==> config.mk <==
export PLATFORM = sky130hd
export DESIGN_NAME = dcache_store_queue
export DESIGN_NICKNAME = d
export VERILOG_FILES = /design/src/rtl/dcache_store_queue.sv
export SDC_FILE = /design/constraint.sdc
export NUM_CORES = 1
export LEC_CHECK = 0
export BUFFER_PORTS_ARGS = -buffer_cell sky130_fd_sc_hd__buf_2
export CAP_MARGIN = 20
export CORE_AREA = 2 2 279 349
export DETAILED_ROUTE_END_ITERATION = 16
export DIE_AREA = 0 0 281 351
export SYNTH_ARGS = -nofsm -noshare
export SYNTH_HDL_FRONTEND = slang
export SYNTH_SLANG_ARGS = --single-unit
export TNS_END_PERCENT = 1
==> constraint.sdc <==
create_clock -name clk_i -period 10.5 [get_ports clk_i]
set_input_delay 1.05 -clock clk_i [delete_from_list [all_inputs] [get_ports clk_i]]
set_output_delay 1.05 -clock clk_i [all_outputs]
set_load 0.05 [all_outputs]
==> src/rtl/dcache_store_queue.sv <==
// In-order store queue feeding the HPDcache request port: it classifies each store
// as cacheable or uncacheable, tags issued requests with a TID and throttles outstanding stores.
module dcache_store_queue #(
  parameter int unsigned DEPTH           = 8,
  parameter int unsigned ADDR_W          = 64,
  parameter int unsigned DATA_W          = 64,
  parameter int unsigned TID_W           = 3,
  parameter int unsigned MAX_OUTSTANDING = 7,
  parameter logic [63:0] CACHED_BASE     = 64'h8000_0000,
  parameter logic [63:0] CACHED_LEN      = 64'h4000_0000
) (
  input  logic                  clk_i,
  input  logic                  rst_i,
  input  logic                  flush_i,
  input  logic                  st_valid_i,
  output logic                  st_ready_o,
  input  logic [ADDR_W-1:0]     st_addr_i,
  input  logic [DATA_W-1:0]     st_data_i,
  input  logic [DATA_W/8-1:0]   st_be_i,
  output logic                  req_valid_o,
  input  logic                  req_ready_i,
  output logic [ADDR_W-1:0]     req_addr_o,
  output logic [DATA_W-1:0]     req_data_o,
  output logic [DATA_W/8-1:0]   req_be_o,
  output logic                  req_uc_o,
  output logic [TID_W-1:0]      req_tid_o,
  input  logic                  rsp_valid_i,
  input  logic [TID_W-1:0]      rsp_tid_i,
  output logic                  empty_o,
  output logic [TID_W:0]        outstanding_o,
  output logic                  rsp_err_o
);

  localparam int unsigned BE_W  = DATA_W / 8;
  localparam int unsigned PTR_W = (DEPTH > 1) ? $clog2(DEPTH) : 1;
  localparam int unsigned CNT_W = $clog2(DEPTH + 1);
  localparam int unsigned OUT_W = TID_W + 1;
  localparam int unsigned CMP_W = ADDR_W + 1;

  typedef enum logic [1:0] {
    IDLE          = 2'd0,
    UC_WAIT_DRAIN = 2'd1,
    UC_INFLIGHT   = 2'd2
  } state_e;

  logic [ADDR_W-1:0] addr_mem_q [DEPTH];
  logic [DATA_W-1:0] data_mem_q [DEPTH];
  logic [BE_W-1:0]   be_mem_q   [DEPTH];
  logic [DEPTH-1:0]  uc_mem_q;

  logic [PTR_W-1:0] head_q, head_d, tail_q, tail_d;
  logic [CNT_W-1:0] count_q, count_d;
  logic [TID_W-1:0] tid_q, tid_d;
  logic [OUT_W-1:0] out_q, out_d;
  logic             err_q, err_d;
  state_e           state_q, state_d;

  logic q_full, q_empty, push, pop, head_uc, uc_inflight, issue_ok, st_uc;
  logic [CMP_W-1:0] addr_ext, base_ext, len_ext, addr_off;
  logic unused_rsp_tid;

  assign unused_rsp_tid = ^rsp_tid_i;

  // Region check widened by one bit so the subtraction can never wrap.
  assign addr_ext = CMP_W'(st_addr_i);
  assign base_ext = CMP_W'(CACHED_BASE);
  assign len_ext  = CMP_W'(CACHED_LEN);
  assign addr_off = addr_ext - base_ext;
  assign st_uc    = !((addr_ext >= base_ext) && (addr_off < len_ext));

  assign q_full      = (count_q == CNT_W'(DEPTH));
  assign q_empty     = (count_q == '0);
  assign head_uc     = uc_mem_q[head_q];
  assign uc_inflight = (state_q == UC_INFLIGHT);
  assign issue_ok    = head_uc ? (out_q == '0)
                               : ((out_q < OUT_W'(MAX_OUTSTANDING)) && !uc_inflight);

  assign st_ready_o    = !q_full && !flush_i && !rst_i;
  assign push          = st_valid_i && st_ready_o;
  assign req_valid_o   = !q_empty && issue_ok;
  assign pop           = req_valid_o && req_ready_i;
  assign req_addr_o    = addr_mem_q[head_q];
  assign req_data_o    = data_mem_q[head_q];
  assign req_be_o      = be_mem_q[head_q];
  assign req_uc_o      = !q_empty && head_uc;
  assign req_tid_o     = tid_q;
  assign empty_o       = q_empty && (out_q == '0);
  assign outstanding_o = out_q;
  assign rsp_err_o     = err_q;

  // Pointer, occupancy, TID and outstanding bookkeeping.
  always_comb begin
    head_d  = head_q;
    tail_d  = tail_q;
    count_d = count_q;
    tid_d   = tid_q;
    out_d   = out_q;
    err_d   = err_q;
    if (push) tail_d = tail_q + PTR_W'(1);
    if (pop) begin
      head_d = head_q + PTR_W'(1);
      tid_d  = tid_q + TID_W'(1);
    end
    case ({push, pop})
      2'b10:   count_d = count_q + CNT_W'(1);
      2'b01:   count_d = count_q - CNT_W'(1);
      default: count_d = count_q;
    endcase
    if (pop && !rsp_valid_i) begin
      out_d = out_q + OUT_W'(1);
    end else if (!pop && rsp_valid_i) begin
      if (out_q == '0) err_d = 1'b1;
      else             out_d = out_q - OUT_W'(1);
    end
  end

  // Uncacheable serialisation FSM.
  always_comb begin
    state_d = state_q;
    case (state_q)
      IDLE: begin
        if (pop && head_uc)                             state_d = UC_INFLIGHT;
        else if (!q_empty && head_uc && (out_q != '0))  state_d = UC_WAIT_DRAIN;
      end
      UC_WAIT_DRAIN: if (pop)                           state_d = UC_INFLIGHT;
      UC_INFLIGHT:   if (!pop && (out_d == '0))         state_d = IDLE;
      default:                                          state_d = IDLE;
    endcase
  end

  always_ff @(posedge clk_i) begin
    if (rst_i) state_q <= IDLE;
    else       state_q <= state_d;
  end

  always_ff @(posedge clk_i) begin
    if (rst_i) begin
      head_q   <= '0;
      tail_q   <= '0;
      count_q  <= '0;
      tid_q    <= '0;
      out_q    <= '0;
      err_q    <= 1'b0;
      uc_mem_q <= '0;
    end else begin
      head_q  <= head_d;
      tail_q  <= tail_d;
      count_q <= count_d;
      tid_q   <= tid_d;
      out_q   <= out_d;
      err_q   <= err_d;
      if (push) uc_mem_q[tail_q] <= st_uc;
    end
  end

  // Payload storage needs no reset; it is only read when the entry is valid.
  always_ff @(posedge clk_i) begin
    if (push) begin
      addr_mem_q[tail_q] <= st_addr_i;
      data_mem_q[tail_q] <= st_data_i;
      be_mem_q[tail_q]   <= st_be_i;
    end
  end

endmodule

### Word-level counts from Yosys, hierarchy flattened

Memory sizes are Yosys's and may differ from the RTL's. A register that Yosys moved wholly into a read port is not among the register bits.
Cells that the tools add are included.

* $add $sub $neg: 8
* order comparisons: 6
* equal/unequal tests: 8
* mux-type cells: 23
* bitwise operators: 1
* reduce and logical (&&, ||, !) cells: 31

Operators by type and width (count)
* 65-bit by 31-bit less-than comparator with 1-bit output (second input constant): 1
* 64-bit by 32-bit subtractor with 65-bit output (second input constant): 1
* 64-bit by 32-bit >= comparator with 1-bit output (second input constant): 1
* 3-bit 2-to-1 mux: 6
* 1-bit logical AND: 15
* 4-bit zero test: 3
* 4-bit 2-to-1 mux: 3
* 3-bit by 1-bit adder with 3-bit output (second input constant): 3
* 4-bit by 1-bit adder with 4-bit output (second input constant): 2
* 8-bit bitwise mux: 1
* 1-bit zero test: 8
* 3-bit by 4-bit less-than comparator with 1-bit output (second input constant): 2
* 2-bit 2-to-1 mux: 4
* 4-bit one-hot mux with 2 select lines: 1
* 4-bit by 1-bit subtractor with 4-bit output (second input constant): 2
* 2-bit one-hot mux with 3 select lines: 1
* 3-bit AND reduction: 2
* 1-bit 2-to-1 mux: 5
* 2-bit by 1-bit == test with 1-bit output (second input constant): 2
* 2-bit == test (second input constant): 2
* 4-bit == test (second input constant): 1
* 4-bit by 3-bit less-than comparator with 1-bit output (second input constant): 1
* 4-bit nonzero test: 1
* 1-bit binary-select mux with 3-bit select: 1
* 8 further kinds: 8

* register bits: 28
* bits in writable memories: 1088
* bits of input ports: 145
* output and inout bits: 148
* logic and storage cells: 88
* memories: 3

Memories
* addr_mem_q: depth 8, width 64, rd ports 1, clocked after Yosys merged registers in 1, write ports 1, RTL line 46 `logic [ADDR_W-1:0] addr_mem_q [DEPTH];`
* data_mem_q: depth 8, width 64, rd ports 1, clocked after Yosys merged registers in 1, write ports 1, RTL line 47 `logic [DATA_W-1:0] data_mem_q [DEPTH];`
* be_mem_q: depth 8, width 8, rd ports 1, clocked after Yosys merged registers in 1, write ports 1, RTL line 48 `logic [BE_W-1:0] be_mem_q [DEPTH];`

### Logic depth before layout (Yosys ltp)

* depth in word-level cells: 14
* depth in mapped cells: 14
* depth with buffers taken out: 13

### Worst setup path after synthesis

Ideal clock, no wire load.

* path kind: input port to flip-flop
* start: input rst_i
* end: memory addr_mem_q[0][0], enable pin
* setup time: 489 ps
* data arrival time: 4503 ps
* path slack: 5508 ps
* stages on the path: 4
* path buffers: 0
* path through: nor2_1 nand3_1 or4_1 inv_1

* word-level cells in the longest chain between the ends: 5

RTL lines
* start, declared: RTL line 13 `input logic rst_i,`
* 1-bit zero test: RTL line 78 `assign st_ready_o = !q_full && !flush_i && !rst_i;`
* 1-bit logical AND: RTL line 78
* 1-bit logical AND: RTL line 79 `assign push = st_valid_i && st_ready_o;`
* 1-bit 2-to-1 mux: RTL line 158 `if (push) begin`
* 1-bit 2-to-1 mux (not written as such): RTL line 159 `addr_mem_q[tail_q] <= st_addr_i;`
* end, declared: RTL line 46

No other way between the ends.

==> out/summary.md <==
The flow ran to the end, and the final reports show no timing, DRC or antenna violations. The data required time at the worst endpoint is 9.45 ns, and the clock-pin slew on the worst setup and hold paths is 0.06 ns. The logs give 107 for the number of clock buffers inserted by TritonCTS and 7546 for the number of fill cells. The die is 281 um wide. The setup check on the worst reg-to-reg path leaves a slack of 6.61 ns.

The number of cells on the worst reg-to-reg path is 6. The initialized floorplan defines 127 standard-cell rows. The average wire length per cell after detail routing is 25.3 um.

The ratio of final minimum period to clock period was 49.6%; the global-route usage over all layers was 18.3%. The first global-routing pass estimated 132 mm of wire. Switching share of power: 27.6%. The run gives 89.3 mm as the total wire length. Ranked by instance count, the synthesized netlist is headed by 1088 x sky130_fd_sc_hd__edfxtp_1, 273 x sky130_fd_sc_hd__mux4_2, 137 x sky130_fd_sc_hd__mux2_2.

The worst hold path belongs to the class flip-flop to flip-flop. The count of buffers added on input and output ports is 289. The initial antenna violation count is 24. The top flip-flop cell by instance count after synthesis was sky130_fd_sc_hd__edfxtp_1. The run gives 55 as the number of distinct library cells after synthesis. Once placement completed, the tool counted placed cells totaling 3325. The logs give 78.2% for the proportion of synthesized chip area in sequential cells and 20.9% for the max-slew headroom at the worst pin. Setup violations remaining at the end of the flow were counted as 0.

The fraction of power consumed by the clock network was 33.7%. The largest total area in the synthesized netlist belongs to sky130_fd_sc_hd__edfxtp_1. The type of origin of the critical path is a flip-flop. The number of buffers added to fix hold violations after cts was 0; the pin count of the biggest net entering global routing was 112. The first-pass detailed-route iteration total was 5; the proportion of synthesized flip-flops having asynchronous set or reset was 0%. Sequential cells burn 45.4% of the power.

Count of endpoints failing hold in the final timing report: 0. The highest clock frequency the design can meet is 0.192 GHz. The run gives 0.724 as the placer's final routability congestion estimate. The final cell count without fillers came out at 3533.

The final setup slack of the worst path is 5.29 ns, and the count of warnings emitted by yosys is 0. In the routed design, unresolved DRC markers number 0. Post-route setup TNS: 0 ns. In the final layout, the multi-input gates occupy 8900 sq um. The number of pins exceeding their max-slew limit in the final report came out at 0. Clock tree synthesis found a total of 1119 sinks. The critical path is of the flip-flop to output pin type. The number of levels the H-tree was split into came out at 3. The final clock skew was 0.0271 ns.

The total overflow left after global routing is 0. The floorplan step set the die height to 351 um. The HPWL after detailed placement is 47.1 mm.

Of all nets on the critical path, the largest fanout is 63. The final critical path time including I/O delays and setup was 5.21 ns; the cell area after placement was 45600 sq um. In this run, synthesis produced a sequential element count of 1119. In this run the static leakage power is 15.3 nW.

Relative to the synthesized area, the layout overhead comes to 15.1%. The top cell type by area accounts for 76.7% of the synthesized area. For the pin with the worst max-slew slack, the measured transition is 1.19 ns. The worst setup path is captured at an output pin. The buffer type at the clock tree root is sky130_fd_sc_hd__clkbuf_16. The post-route netlist has 40.1% of its cells at a drive strength greater than 1. TritonCTS built the clock tree. The synthesized net count was 1958.

For the clock insertion delay at the later pin of the skew report, the log shows 0.67 ns. The run gives 20700 as the via count of the first global-routing pass. The floorplan step defined a die boundary enclosing 98600 sq um. The final route contains 19400 vias. For this design the ratio of total power to cell area is 226 nW/um^2. For hold timing, the worst endpoint is rsp_err_o. In this run the deepest clock path goes through 3 buffers.

Setup repair after global routing left no endpoint under its margin. For this run, the post-layout net count is 2298. The worst hold path begins at rsp_err_o.

The number of maximum-capacitance constraint violations is 0. For the cell area after technology mapping, the log shows 42600 sq um. In this run the count of I/O pins placed on the die edge is 293. The tools report the destination of the worst register-to-register timing path as data_mem_q[1][36]. The net switching power figure came out at 0.00305 W. After detailed routing, the number of vias per cell comes to 5.49. In this run, the number of DRC markers left after iteration 0 of detailed routing was 1406.

Once detail routing completed, the nets flagged for antenna violations numbered 0. The source of the worst register-to-register timing path is count_q[0]. Internal power comes to 0.00801 W.

The worst-case IR drop observed on VDD is 0.226 mV. By area the synthesized netlist is led by sky130_fd_sc_hd__edfxtp_1 77%, sky130_fd_sc_hd__mux4_2 14%, sky130_fd_sc_hd__mux2_2 3.6%. Post-layout instance area: 49000 sq um. The number of setup buffers added after CTS is 0. The run gives 5.53 ns as the pre-CTS setup slack. The tools report the combinational power share as 20.9%.

The arrival time reported for the critical path endpoint is 4.16 ns. The synthesized design contains 1088 enable-type register cells. The effective utilization at floorplan was 44.6%.

The average size of a mapped cell was 23.6 sq um. In the final layout, flip-flops and latches occupy 33300 sq um. The worst hold path stage count came out at 2. The core area is 95500 sq um, and the total of cells resized after clock tree synthesis is 0. Synthesis produced 1804 cells.

By instance count, the leading cell after synthesis is sky130_fd_sc_hd__edfxtp_1.
through the flow:
stage               power [W]  util (%)  hold slack, ns
floorplan             0.00695         -           0.437
global placement      0.00745      47.7           0.454
detailed placement    0.00748      47.7           0.474
CTS                    0.0112      51.3           0.492
global route           0.0115      51.3           0.510
finish                 0.0111      51.3           0.484
flip-flops by register name, indices dropped and copies added, names as in the netlist, named ones only:
signal and flops:
outstanding_o 4, count_q 4, uc_mem_q 8, be_mem_q 64
addr_mem_q 512, req_tid_o 3, rsp_err_o 1, head_q 3
tail_q 3, state_q 2, data_mem_q 512
critical path, cell delays in order (launching register included):
cell and delay (ns):
sky130_fd_sc_hd__dfxtp_4 0.99, sky130_fd_sc_hd__buf_4 0.92, sky130_fd_sc_hd__buf_4 0.65, sky130_fd_sc_hd__mux4_2 0.40, sky130_fd_sc_hd__mux2_2 0.28, sky130_fd_sc_hd__buf_2 0.22
power groups by stage:
| stage | clock network [W] | registers [W] | logic, W |
|---|---|---|---|
| 3_5_place_dp | 0 | 0.00513 | 0.00235 |
| 4_1_cts | 0.00382 | 0.00503 | 0.00236 |
| 5_1_grt | 0.00399 | 0.00504 | 0.00247 |
| 3_3_place_gp | 0 | 0.00512 | 0.00233 |
| 2_1_floorplan | 0 | 0.00509 | 0.00186 |
| 6_report | 0.00373 | 0.00503 | 0.00231 |
final cells by class:
cell class / instances / area share [%]
Timing Repair Buffer: 313 / 3.39
Multi-Input combinational cell: 585 / 18.2
Clock buffer: 139 / 5.90
Sequential cell: 1119 / 67.9
Clock inverter: 60 / 1.07
Inverter: 18 / 0.219
Antenna cell: 9 / 0.0459
Tap cell: 1290 / 3.29
metal layers:
layer | part of all wire [%] | routed length [um] | GRT usage (%)
met5 | 0.18 | 158 | 0
met1 | 42 | 37200 | 24.1
met4 | 2.0 | 1820 | 4.81
met2 | 50 | 44700 | 30.3
met3 | 6.0 | 5400 | 4.64
how the worst max path moves through the flow:
stage	end	slack, ns	cells after the start
2_1_floorplan	addr_mem_q[0][0]	5.51	4
3_3_place_gp	data_mem_q[1][36]	5.52	7
3_5_place_dp	addr_mem_q[1][6]	5.53	7
4_1_cts	req_addr_o[9]	5.11	5
5_1_grt	req_addr_o[9]	5.01	5
6_report	req_addr_o[9]	5.29	5
cell usage in the layout (no fill, tap or decap), drive strengths merged, types with 19 or more instances in the layout:
master and count:
inv 21, mux2 138, clkinv 44, buf 313, mux4 273, clkbuf 139, dfxtp 31, a21oi 19
edfxtp 1088, nor2 24
logic make-up after synthesis:
logic type                 synth area share, %
and+or+nand+nor                           1.15
muxes                                     18.3
AOI/OAI and AO/OA                        0.987
xor gates and xnor gates                 0.226
buffers and inverters                    0.920
adders and majority gates                0.282
DFF                                       78.2
Power figures use the tool's default switching activity.
